$ cat config.mk
export PLATFORM = sky130hd
export DESIGN_NAME = vend_ctrl_param
export DESIGN_NICKNAME = d
export VERILOG_FILES = /design/src/rtl/vend_pkg.sv /design/src/rtl/vend_ctrl_param.sv
export SDC_FILE = /design/constraint.sdc
export NUM_CORES = 1
export LEC_CHECK = 0
export ABC_AREA = 1
export ABC_CLOCK_PERIOD_IN_PS = 4100
export CAP_MARGIN = 25
export CORE_MARGIN = 5
export CORE_UTILIZATION = 56
export CTS_CLUSTER_DIAMETER = 40
export CTS_CLUSTER_SIZE = 24
export DETAILED_ROUTE_END_ITERATION = 10
export PLACE_DENSITY_LB_ADDON = 0.1
export SLEW_MARGIN = 25
export SYNTH_ARGS = -nofsm -noshare
export SYNTH_HDL_FRONTEND = slang
export SYNTH_SLANG_ARGS = --single-unit
export TNS_END_PERCENT = 50
$ cat constraint.sdc
create_clock -name clk -period 4.1 [get_ports clk]
set_input_delay 1.23 -clock clk [delete_from_list [all_inputs] [get_ports clk]]
set_output_delay 1.23 -clock clk [all_outputs]
set_load 0.02 [all_outputs]
$ cat src/rtl/vend_pkg.sv
// Shared types and helpers for the parametrised vending controller.
package vend_pkg;

  // Controller states.
  typedef enum logic [1:0] {
    IDLE    = 2'd0,
    COLLECT = 2'd1,
    VEND    = 2'd2,
    CHANGE  = 2'd3
  } state_e;

  // Coin acceptor select codes.
  localparam logic [1:0] COIN_1  = 2'b00;
  localparam logic [1:0] COIN_2  = 2'b01;
  localparam logic [1:0] COIN_5  = 2'b10;
  localparam logic [1:0] COIN_10 = 2'b11;

  // Unit value of a coin select code.
  function automatic logic [3:0] coin_value(input logic [1:0] coin_sel);
    logic [3:0] val;
    case (coin_sel)
      COIN_1:  val = 4'd1;
      COIN_2:  val = 4'd2;
      COIN_5:  val = 4'd5;
      default: val = 4'd10;
    endcase
    return val;
  endfunction

endpackage

$ cat src/rtl/vend_ctrl_param.sv
// Vending controller: accumulates coin credit against PRICE, strobes a
// dispense, then pays change (or a cancel refund) as single-unit pulses.
module vend_ctrl_param
  import vend_pkg::*;
#(
  parameter int CW         = 8,
  parameter int PRICE      = 3,
  parameter int MAX_CREDIT = 15
) (
  input  logic          clk,
  input  logic          rst,
  input  logic          coin_vld,
  input  logic [1:0]    coin_sel,
  input  logic          cancel,
  output logic          dout,
  output logic          ret_pulse,
  output logic          coin_rej,
  output logic          busy,
  output logic [CW-1:0] credit
);

  // Reject illegal parameter combinations at elaboration.
  if (PRICE < 1) begin : g_chk_price_min
    $error("vend_ctrl_param: PRICE must be at least 1");
  end
  if (PRICE > MAX_CREDIT) begin : g_chk_price_max
    $error("vend_ctrl_param: PRICE must not exceed MAX_CREDIT");
  end
  if ((MAX_CREDIT + 10) >= (2 ** CW)) begin : g_chk_width
    $error("vend_ctrl_param: CW too narrow for MAX_CREDIT plus largest coin");
  end

  localparam logic [CW:0]   PRICE_W = (CW + 1)'(PRICE);
  localparam logic [CW:0]   MAX_W   = (CW + 1)'(MAX_CREDIT);
  localparam logic [CW-1:0] PRICE_C = CW'(PRICE);
  localparam logic [CW-1:0] ONE_C   = CW'(1);

  state_e        state_q, state_d;
  logic [CW-1:0] credit_q, credit_d;
  logic          dout_q, dout_d;
  logic          ret_q, ret_d;
  logic          rej_q, rej_d;
  logic          busy_q, busy_d;
  logic [CW:0]   sum;

  // Next-state, next-credit and next-output logic.
  always_comb begin
    state_d  = state_q;
    credit_d = credit_q;
    rej_d    = 1'b0;
    // One extra bit so the overflow test cannot wrap.
    sum      = {1'b0, credit_q} + (CW + 1)'(coin_value(coin_sel));

    case (state_q)
      IDLE, COLLECT: begin
        if ((state_q == COLLECT) && cancel) begin
          // Cancel wins over a coin offered in the same cycle.
          state_d = CHANGE;
          rej_d   = coin_vld;
        end else if (coin_vld) begin
          if (sum > MAX_W) begin
            rej_d = 1'b1;
          end else begin
            credit_d = sum[CW-1:0];
            state_d  = (sum >= PRICE_W) ? VEND : COLLECT;
          end
        end
      end

      VEND: begin
        // Only entered with credit >= PRICE, so no underflow here.
        rej_d    = coin_vld;
        credit_d = credit_q - PRICE_C;
        state_d  = (credit_q != PRICE_C) ? CHANGE : IDLE;
      end

      CHANGE: begin
        rej_d = coin_vld;
        if (credit_q <= ONE_C) begin
          credit_d = '0;
          state_d  = IDLE;
        end else begin
          credit_d = credit_q - ONE_C;
        end
      end

      default: begin
        state_d  = IDLE;
        credit_d = '0;
      end
    endcase

    // Outputs are registered copies of what the next state implies.
    dout_d = (state_d == VEND);
    ret_d  = (state_d == CHANGE);
    busy_d = dout_d | ret_d;
  end

  // State, credit and output registers with synchronous reset.
  always_ff @(posedge clk) begin
    if (rst) begin
      state_q  <= IDLE;
      credit_q <= '0;
      dout_q   <= 1'b0;
      ret_q    <= 1'b0;
      rej_q    <= 1'b0;
      busy_q   <= 1'b0;
    end else begin
      state_q  <= state_d;
      credit_q <= credit_d;
      dout_q   <= dout_d;
      ret_q    <= ret_d;
      rej_q    <= rej_d;
      busy_q   <= busy_d;
    end
  end

  assign dout      = dout_q;
  assign ret_pulse = ret_q;
  assign coin_rej  = rej_q;
  assign busy      = busy_q;
  assign credit    = credit_q;

endmodule
# --- Yosys cells after proc, flatten, opt, wreduce, memory -nomap -nowiden ---
# Index checks and enable logic that the tools add are counted.
op_classes:
  addsub: 3
  n_lt_le_gt_ge: 3
  eq_ne: 11
  muxes: 17
  bitwise: 1
  n_reduce_logical: 6
op_table:
  columns: ["op", "count"]
  rows:
  - ["$mux W8", 4]
  - ["$pmux W8 S3", 1]
  - ["$mux W2", 6]
  - ["$pmux W4 S3", 1]
  - ["$eq A2 B2 Y1 const B", 5]
  - ["$add A8 B4 Y9", 1]
  - ["$ge A9 B2 Y1 const B", 1]
  - ["$gt A9 B4 Y1 const B", 1]
  - ["$le A8 B1 Y1 const B", 1]
  - ["$ne A8 B2 Y1 const B", 1]
  - ["$sub A8 B1 Y8 const B", 1]
  - ["$sub A8 B2 Y8 const B", 1]
  - ["$ne A2 B2 Y1 const B", 3]
  - ["$pmux W2 S3", 1]
  - ["$eq A2 B1 Y1 const B", 2]
  - ["$logic_not A2 Y1", 2]
  - ["$reduce_or A2 Y1", 2]
  - ["$mux W1", 3]
  - ["$reduce_and A3 Y1", 1]
  - ["$pmux W1 S2", 1]
  - ["$logic_and A1 B1 Y1", 1]
  - ["$or A1 B1 Y1", 1]
word_totals:
  ff_bits: 14
  inputBits: 6
  out_inout_bits: 12
  word_cells: 47

# --- Logic depth before layout (Yosys ltp) ---
# Gate-level depths: netlist (run 1).
logic_depth:
  word_depth: 11
  mapped_depth: 16
  ltp_nobuf: 16

# --- Worst setup path before layout (run 1) ---
# OpenSTA, ideal clock, no wires.
synth_path:
  path_type: "input to register"
  from: "input port coin_sel[0]"
  to: "register credit_q[0] (netlist: credit[0])"
  setup_time_ns: 0.115
  arrival_ns: 2.946
  required_time_ns: 3.985
  setup_slack_ns: 1.039
  cell_stages: 14
  n_path_buf: 1
  cell_sequence: "inv_1 -> ha_1 -> inv_1 -> fa_1 -> nand3b_1 -> nand2_1 -> nand2_2 -> nand2_1 -> nand3_1 -> nor2_4 -> nand4_4 -> buf_6 -> a21oi_1 -> nor2_1"
synth_via:
  elab_chain_len: 7
  word_cells_on_any_way: 12
  classes_between: "1 x add/sub; 1 x order compare; 3 x eq/ne; 5 x mux; 2 x reduce/logical"
synth_lines:
  columns: ["item", "line_no", "text"]
  rows:
  - ["start, declared", "vend_ctrl_param.sv:13", "input logic [1:0] coin_sel,"]
  - ["$eq A2 B2 Y1, or another cell as far along", "vend_pkg.sv:21", "case (coin_sel)"]
  - ["$pmux W4 S3 (*)", "vend_pkg.sv:21", null]
  - ["$add A8 B4 Y9 (*)", "vend_ctrl_param.sv:52", "sum = {1'b0, credit_q} + (CW + 1)'(coin_value(coin_sel));"]
  - ["parallel branches: the longest is 4 deep, another holds $gt A9 B4 Y1", null, null]
  - ["end signal, assigned", "vend_ctrl_param.sv:110", "credit_q <= credit_d;"]
  - ["end, declared", "vend_ctrl_param.sv:39", "logic [CW-1:0] credit_q, credit_d;"]
# Mark *: on every way between the ends. The select of a mux whose other input is x is not followed.
# A chain may end at the register's enable or synchronous reset.

# --- Worst setup path in the final report (run 1) ---
layout_path:
  from: "input port coin_sel[0]"
  to: "register credit_q[2] (netlist: credit[2])"
# Same word-level chain as after synthesis.

==> results of run 1 <==
==> final cells by class <==
type | count | area share (%)
multi-input combinational | 145 | 57.2
sequential | 14 | 19.6
timing repair buffer | 17 | 11.9
inverter | 28 | 7.34
tap | 28 | 2.45
clock buffer | 3 | 1.57
==> worst paths after layout <==
check	to	slack (ps)	depth (start not counted)
setup reg to reg	credit[2]$_SDFFE_PP0P_	1690	12
hold / removal	credit[7]$_SDFFE_PP0P_	580	2
hold reg to reg	credit[7]$_SDFFE_PP0P_	580	2
setup / recovery	credit[2]$_SDFFE_PP0P_	630	14
==> cells by family after synthesis <==
family / share of synthesized area [%]
XOR/XNOR: 5.66
adder cells (fa/ha/maj): 8.70
buffers and inverters: 11.1
flip-flops: 22.6
AND/OR/NAND/NOR: 39.9
AO/OA/AOI/OAI: 11.9
==> synth_stat cells (2+ instances only) <==
cell	count
inv_1	24
or2_2	2
buf_6	2
dfxtp_1	14
nand2_1	41
o221ai_1	2
nand4_1	3
inv_2	3
ha_1	7
o21ai_0	7
o21ai_1	2
xor2_1	5
nor2_1	18
nand2_2	4
nand3_1	28
xnor2_1	3
a21oi_1	11
nand3_2	3
buf_2	2
==> state kept, by name, summed over array words and instances (netlist names) <==
register   count
dout           1
credit         8
coin_rej       1
ret_pulse      1
state_q        2
busy           1
==> routing by layer <==
metal	part of all wire [%]	global-route usage, %	up-vias
li1	-	-	654
met1	44	24.5	575
met2	48	33.6	45
met3	7.0	4.98	4
met4	0.47	3.31	0
met5	0	0	-
==> worst register-to-register path, stage by stage (launching register included) <==
cell and delay [ps]:
dfxtp_1 450, ha_1 230, inv_1 60, fa_1 400, nand3b_1 190, nand2_1 90
nand2_2 60, nand2_1 80, nand3_1 120, nor2_4 160, nand4_4 200, a21oi_1 210
nor2_1 70
==> through the flow <==
| stage | cell area (sq um) | hold WS [ps] |
|---|---|---|
| floorplan | 1240 | 604 |
| global placement | 1410 | 575 |
| detailed placement | 1410 | 575 |
| CTS | 1430 | 589 |
| global route | 1430 | 635 |
| finish | 1430 | 582 |
==> report_power, final <==
part	total, uW	switching, uW	internal [uW]
Sequential	273	81.3	192
Combinational	834	496	338
Clock	79.9	45.7	34.2
Total	1190	623	564
==> cells in the final DEF (no fill, tap or decap), drive strengths merged, types with 2 or more instances in the layout <==
master | netlist | routed
or2 | 2 | 2
o221ai | 2 | 2
xor2 | 5 | 5
ha | 7 | 7
a21oi | 11 | 11
nand4 | 4 | 4
xnor2 | 3 | 3
nor2 | 20 | 20
nand3 | 31 | 31
clkbuf | 0 | 3
o21ai | 9 | 9
nand2 | 45 | 45
dfxtp | 14 | 14
inv | 27 | 27
clkdlybuf4s50 | 0 | 17
==> results.sh, run 1 <==
export IMPL_grt_max_degree=16
export IMPL_slowest_delay_ps=470
export IMPL_multi_input_area_sq_um=820
export IMPL_wirelength_um=2980
export IMPL_cts_tree="yes"
export IMPL_fin_crit_ps=3470
export IMPL_final_seq_area_sq_um=280
export IMPL_syn_area_sq_um=1240
export IMPL_ctsResizeCount=0
export IMPL_rows=17
export IMPL_period_share_pct=84.5
export IMPL_port_buffers=17
export IMPL_cp_required_ps=4280
export IMPL_synth_avg_cell_area_sq_um=6.48
export IMPL_final_core_util_pct=66.0
export IMPL_yosysWarningCount=0
export IMPL_postCtsSetupRepairBufs=0
export IMPL_fill_cells=199
export IMPL_crit_type="in -> reg"
export IMPL_htree_levels=1
export IMPL_die_area_sq_um=3250
export IMPL_post_dp_hpwl_um=2400
export IMPL_grt_antenna_before_repair=0
export IMPL_fmax_ghz=0.289
export IMPL_core_sq_um=2170
export IMPL_finalPower_uw=1190
export IMPL_drc_errors=0
export IMPL_cts_buffers_inserted=3
export IMPL_hold_path_class="reg -> reg"
export IMPL_tns_ps=0
export IMPL_setup_viol=0
export IMPL_ir_worst_vdd_v=0.000584
export IMPL_final_layout_size_suffix_gt1_share_pct=9.18
export IMPL_synthCells=191
export IMPL_insertion_delay_ps=290
export IMPL_slew_viol_final=0
export IMPL_ys_ff_latch=14
export IMPL_tightest_slew_ps=660
export IMPL_gr_usage_all_layers_pct=19.4
export IMPL_wl_per_cell_um=12.7
export IMPL_ant_nets=0
export IMPL_die_y_um=57.0
export IMPL_instances_no_fill=235
export IMPL_crit_buf_inv=3
export IMPL_skew_ps=9.30
export IMPL_nets=223
export IMPL_crit_path_max_fanout=12
export IMPL_viasPerCell=5.44
export IMPL_fin_ws_ps=634
export IMPL_firstDrtPassIters=4
export IMPL_placed_cells=232
export IMPL_synth_top_area_share_pct=22.6
export IMPL_seq_area_frac_synth_pct=22.6
export IMPL_hold_viol_final=0
export IMPL_area_growth_pct=15.8
export IMPL_r2r_start="credit[0]$_SDFFE_PP0P_"
export IMPL_clk_path_buf_depth=2
export IMPL_grt_pass1_wl_um=5100
export IMPL_cts_root_buf="clkbuf_4"
export IMPL_n_antenna_cell=0
export IMPL_slew_headroom_pct=55.9
export IMPL_dieWidth_um=57.0
export IMPL_place_ws_ps=341
export IMPL_vias=1278
export IMPL_grt_overflow_total=0
export IMPL_place_gp_congestion=0.935
export IMPL_critPathLaunchType="input pin"
export IMPL_netlist_top_cells_area="dfxtp_1 23%, nand2_1 12%, nand3_1 11%"
export IMPL_io_pins=18
export IMPL_rsz0062_at_grt="false"
export IMPL_powerDensity_nw_per_um2=828
export IMPL_synth_ff_type="dfxtp_1"
export IMPL_synth_cell_types=29
export IMPL_grt_pass1_vias=1198
export IMPL_arrival_ps=3650
export IMPL_async_flop_share_pct=0
export IMPL_cp_slowest_cell="clkdlybuf4s50_1"
export IMPL_initial_core_util_pct=57.0
export IMPL_cpLargestDelayFamily="simple AND/OR/NAND/NOR gates"
export IMPL_drtIter0Drc=69
export IMPL_status="complete, no violations"
export IMPL_path_clk_slew_ps=90
export IMPL_p_leak_uw=0.000688
export IMPL_holdBufCountCts=0
export IMPL_cap_viol_max_count=0
export IMPL_startpoint="coin_sel[0]"
export IMPL_syn_nets=205
export IMPL_hp_start="credit[7]$_SDFFE_PP0P_"
export IMPL_clock_sinks=14
export IMPL_synth_edf_count=0
export IMPL_crit_chain="clkdlybuf4s50_1, inv_1, ha_1, inv_1, fa_1, nand3b_1, nand2_1, nand2_2, nand2_1, nand3_1, nor2_4, nand4_4, a21oi_1, nor2_1"
export IMPL_critical_path_endpoint_type="flip-flop"
export IMPL_yosys_area_top_type="dfxtp_1"
(Power assumes the default switching activity.)
==> run 2: changes to the inputs <==
--- a/config.mk
+++ b/config.mk
@@ -6,10 +6,10 @@
 export NUM_CORES = 1
 export LEC_CHECK = 0
 export ABC_AREA = 1
-export ABC_CLOCK_PERIOD_IN_PS = 4100
+export ABC_CLOCK_PERIOD_IN_PS = 3440
 export CAP_MARGIN = 25
 export CORE_MARGIN = 5
-export CORE_UTILIZATION = 56
+export CORE_UTILIZATION = 54
 export CTS_CLUSTER_DIAMETER = 40
 export CTS_CLUSTER_SIZE = 24
 export DETAILED_ROUTE_END_ITERATION = 10
==> constraint.sdc (replaced) <==
create_clock -name clk -period 3.44 [get_ports clk]
set_input_delay 1.032 -clock clk [delete_from_list [all_inputs] [get_ports clk]]
set_output_delay 1.032 -clock clk [all_outputs]
set_load 0.02 [all_outputs]
==> run 2 against run 1 <==
- register-to-register slack worse by 700 ps
- count of clock-buffer cells in the layout up 1
- worst hold slack better by 25 ps
- routed wire length is 2.3% higher
- final cell count up 1.3%
- first-iteration DRC count fell by 20%
- via count rose by 3.2%
- non-clock buffer count grew 2
- critical path type unchanged
- largest power group unchanged
==> results.sh, run 2 (same netlist as run 1, synthesis figures left out) <==
export IMPL_status="complete, no violations"
export IMPL_place_area_sq_um=1430
export IMPL_cts_tree="yes"
export IMPL_slew_viol_final=0
export IMPL_layout_common_cells="41 x nand2_1, 27 x nand3_1, 24 x inv_1, 18 x nor2_1, 17 x clkdlybuf4s50_1"
export IMPL_place_gp_congestion=0.976
export IMPL_skew_ps=3.28
export IMPL_grt_overflow_total=0
export IMPL_largest_register_ffs=8
export IMPL_initial_core_util_pct=56.5
export IMPL_holdBufCountCts=0
export IMPL_ant_nets=0
export IMPL_r2r_slack_ps=990
export IMPL_hold_viol_final=0
export IMPL_maxUsedRoutingLayer="met4"
export IMPL_critPathLaunchType="input pin"
export IMPL_rsz0062_at_grt="false"
export IMPL_firstDrtPassIters=4
export IMPL_dieWidth_um=57.9
export IMPL_postCtsSetupRepairBufs=0
export IMPL_fin_crit_ps=3220
export IMPL_insertion_delay_ps=280
export IMPL_path_clk_slew_ps=80
export IMPL_grt_max_degree=16
export IMPL_met3_wirelength_um=152
export IMPL_r2r_start="credit[0]$_SDFFE_PP0P_"
export IMPL_cp_required_ps=3600
export IMPL_vias=1319
export IMPL_clock_sinks=14
export IMPL_wl_met2_um=1540
export IMPL_ir_worst_vdd_v=0.000748
export IMPL_fmax_ghz=0.310
export IMPL_worstReg2RegEnd="state_q[0]$_SDFF_PP0_"
export IMPL_clk_path_buf_depth=2
export IMPL_die_area_sq_um=3350
export IMPL_slew_headroom_pct=63.6
export IMPL_reg2reg_depth=14
export IMPL_wl_per_cell_um=12.8
export IMPL_cts_root_buf="clkbuf_4"
export IMPL_placed_cells=234
export IMPL_tightest_slew_ps=544
export IMPL_final_cell_area_sq_um=1470
export IMPL_wl_met1_um=1300
export IMPL_instances_no_fill=238
export IMPL_hold_path_end="credit[7]$_SDFFE_PP0P_"
export IMPL_grt_pass1_wl_um=5380
export IMPL_die_y_um=57.9
export IMPL_nets=225
export IMPL_htree_levels=1
export IMPL_final_common_cell="nand2_1"
export IMPL_final_core_util_pct=66.9
export IMPL_port_buffers=17
export IMPL_rows=17
export IMPL_hold_path_class="reg -> reg"
export IMPL_fill_cells=188
export IMPL_worstHoldPathCells=2
export IMPL_viasPerCell=5.54
export IMPL_grt_antenna_before_repair=0
export IMPL_drtIter0Drc=55
export IMPL_arrival_ps=3390
export IMPL_finalPower_uw=1450
export IMPL_final_layout_size_suffix_gt1_share_pct=11.0
export IMPL_grt_pass1_vias=1306
export IMPL_cts_buffers_inserted=3
export IMPL_setup_viol=0
export IMPL_p_leak_uw=0.000707
export IMPL_period_share_pct=93.7
export IMPL_n_antenna_cell=0
export IMPL_gr_usage_all_layers_pct=19.8
export IMPL_hp_start="credit[7]$_SDFFE_PP0P_"
export IMPL_crit_path_max_fanout=4
export IMPL_area_growth_pct=18.5
export IMPL_io_pins=18
export IMPL_crit_type="in -> reg"
export IMPL_cap_viol_max_count=0
export IMPL_drc_errors=0
export IMPL_post_dp_hpwl_um=2430
export IMPL_critical_path_endpoint_type="flip-flop"
export IMPL_core_sq_um=2190
export IMPL_wirelength_um=3050
export IMPL_powerDensity_nw_per_um2=989
[run 2: critical path: stages]
cell and delay, ps:
clkdlybuf4s50_1 420, inv_1 110, ha_1 170, inv_1 50, fa_1 390, nand3b_1 200, nand2_1 100, nand2_2 70
nand2_1 90, nand3_1 120, nor2_4 160, nand4_1 150, nand2_1 110, nand2_1 70, nand2_1 80, nor2_1 50
[run 2: where the power goes]
| part | internal, uW | switching (uW) | leakage [uW] |
|---|---|---|---|
| clock network | 64.3 | 54.0 | 0.0000210 |
| registers | 228 | 98.4 | 0.000115 |
| logic | 407 | 597 | 0.000571 |
[run 2: routing by layer]
| metal | global-route usage [%] | vias to the layer above |
|---|---|---|
| met1 | 23.1 | 602 |
| met5 | 0 | - |
| met3 | 4.01 | 8 |
| met2 | 35.3 | 46 |
| li1 | - | 663 |
| met4 | 7.28 | 0 |
[run 2: worst max-delay path by stage]
stage,startpoint,to,slack [ps],cells after the start
after floorplan,coin_sel[0],credit[0]$_SDFFE_PP0P_,580,14
after global placement,coin_sel[0],state_q[0]$_SDFF_PP0_,60,16
after detailed placement,coin_sel[0],credit[2]$_SDFFE_PP0P_,-60,14
after CTS,coin_sel[0],state_q[0]$_SDFF_PP0_,230,16
after global routing,coin_sel[0],state_q[0]$_SDFF_PP0_,4,16
final,coin_sel[0],state_q[0]$_SDFF_PP0_,220,16
[run 2: metrics by stage]
stage	setup TNS, ps	hold slack, ps	worst slack [ps]
CTS	0	605	228
global route	0	640	4.18
floorplan	0	604	577
detailed placement	-262	592	-61.9
global placement	0	576	58.7
finish	0	607	217
[run 2: final cells by class]
| cell class | count | area (sq um) | share of cell area (%) |
|---|---|---|---|
| Tap cell | 28 | 35.0 | 2.39 |
| Clock buffer | 4 | 36.3 | 2.47 |
| Multi-Input combinational cell | 145 | 825 | 56.2 |
| Timing Repair Buffer | 19 | 185 | 12.6 |
| Sequential cell | 14 | 280 | 19.1 |
| Inverter | 28 | 105 | 7.17 |
[run 2: timing repair]
item / 4_1_cts / 5_1_grt
gates resized for setup: 0 / 1
endpoints found under the setup margin: 0 / 1
hold endpoints to repair: 0 / 0
==> run 3: changes to the inputs <==
--- a/config.mk
+++ b/config.mk
@@ -13,6 +13,7 @@
 export CTS_CLUSTER_DIAMETER = 40
 export CTS_CLUSTER_SIZE = 24
 export DETAILED_ROUTE_END_ITERATION = 10
+export GPL_ROUTABILITY_DRIVEN = 0
 export PLACE_DENSITY_LB_ADDON = 0.1
 export SLEW_MARGIN = 25
 export SYNTH_ARGS = -nofsm -noshare
==> results of run 3 <==
No change in the layout: final DEF, timing and power equal those of run 2.
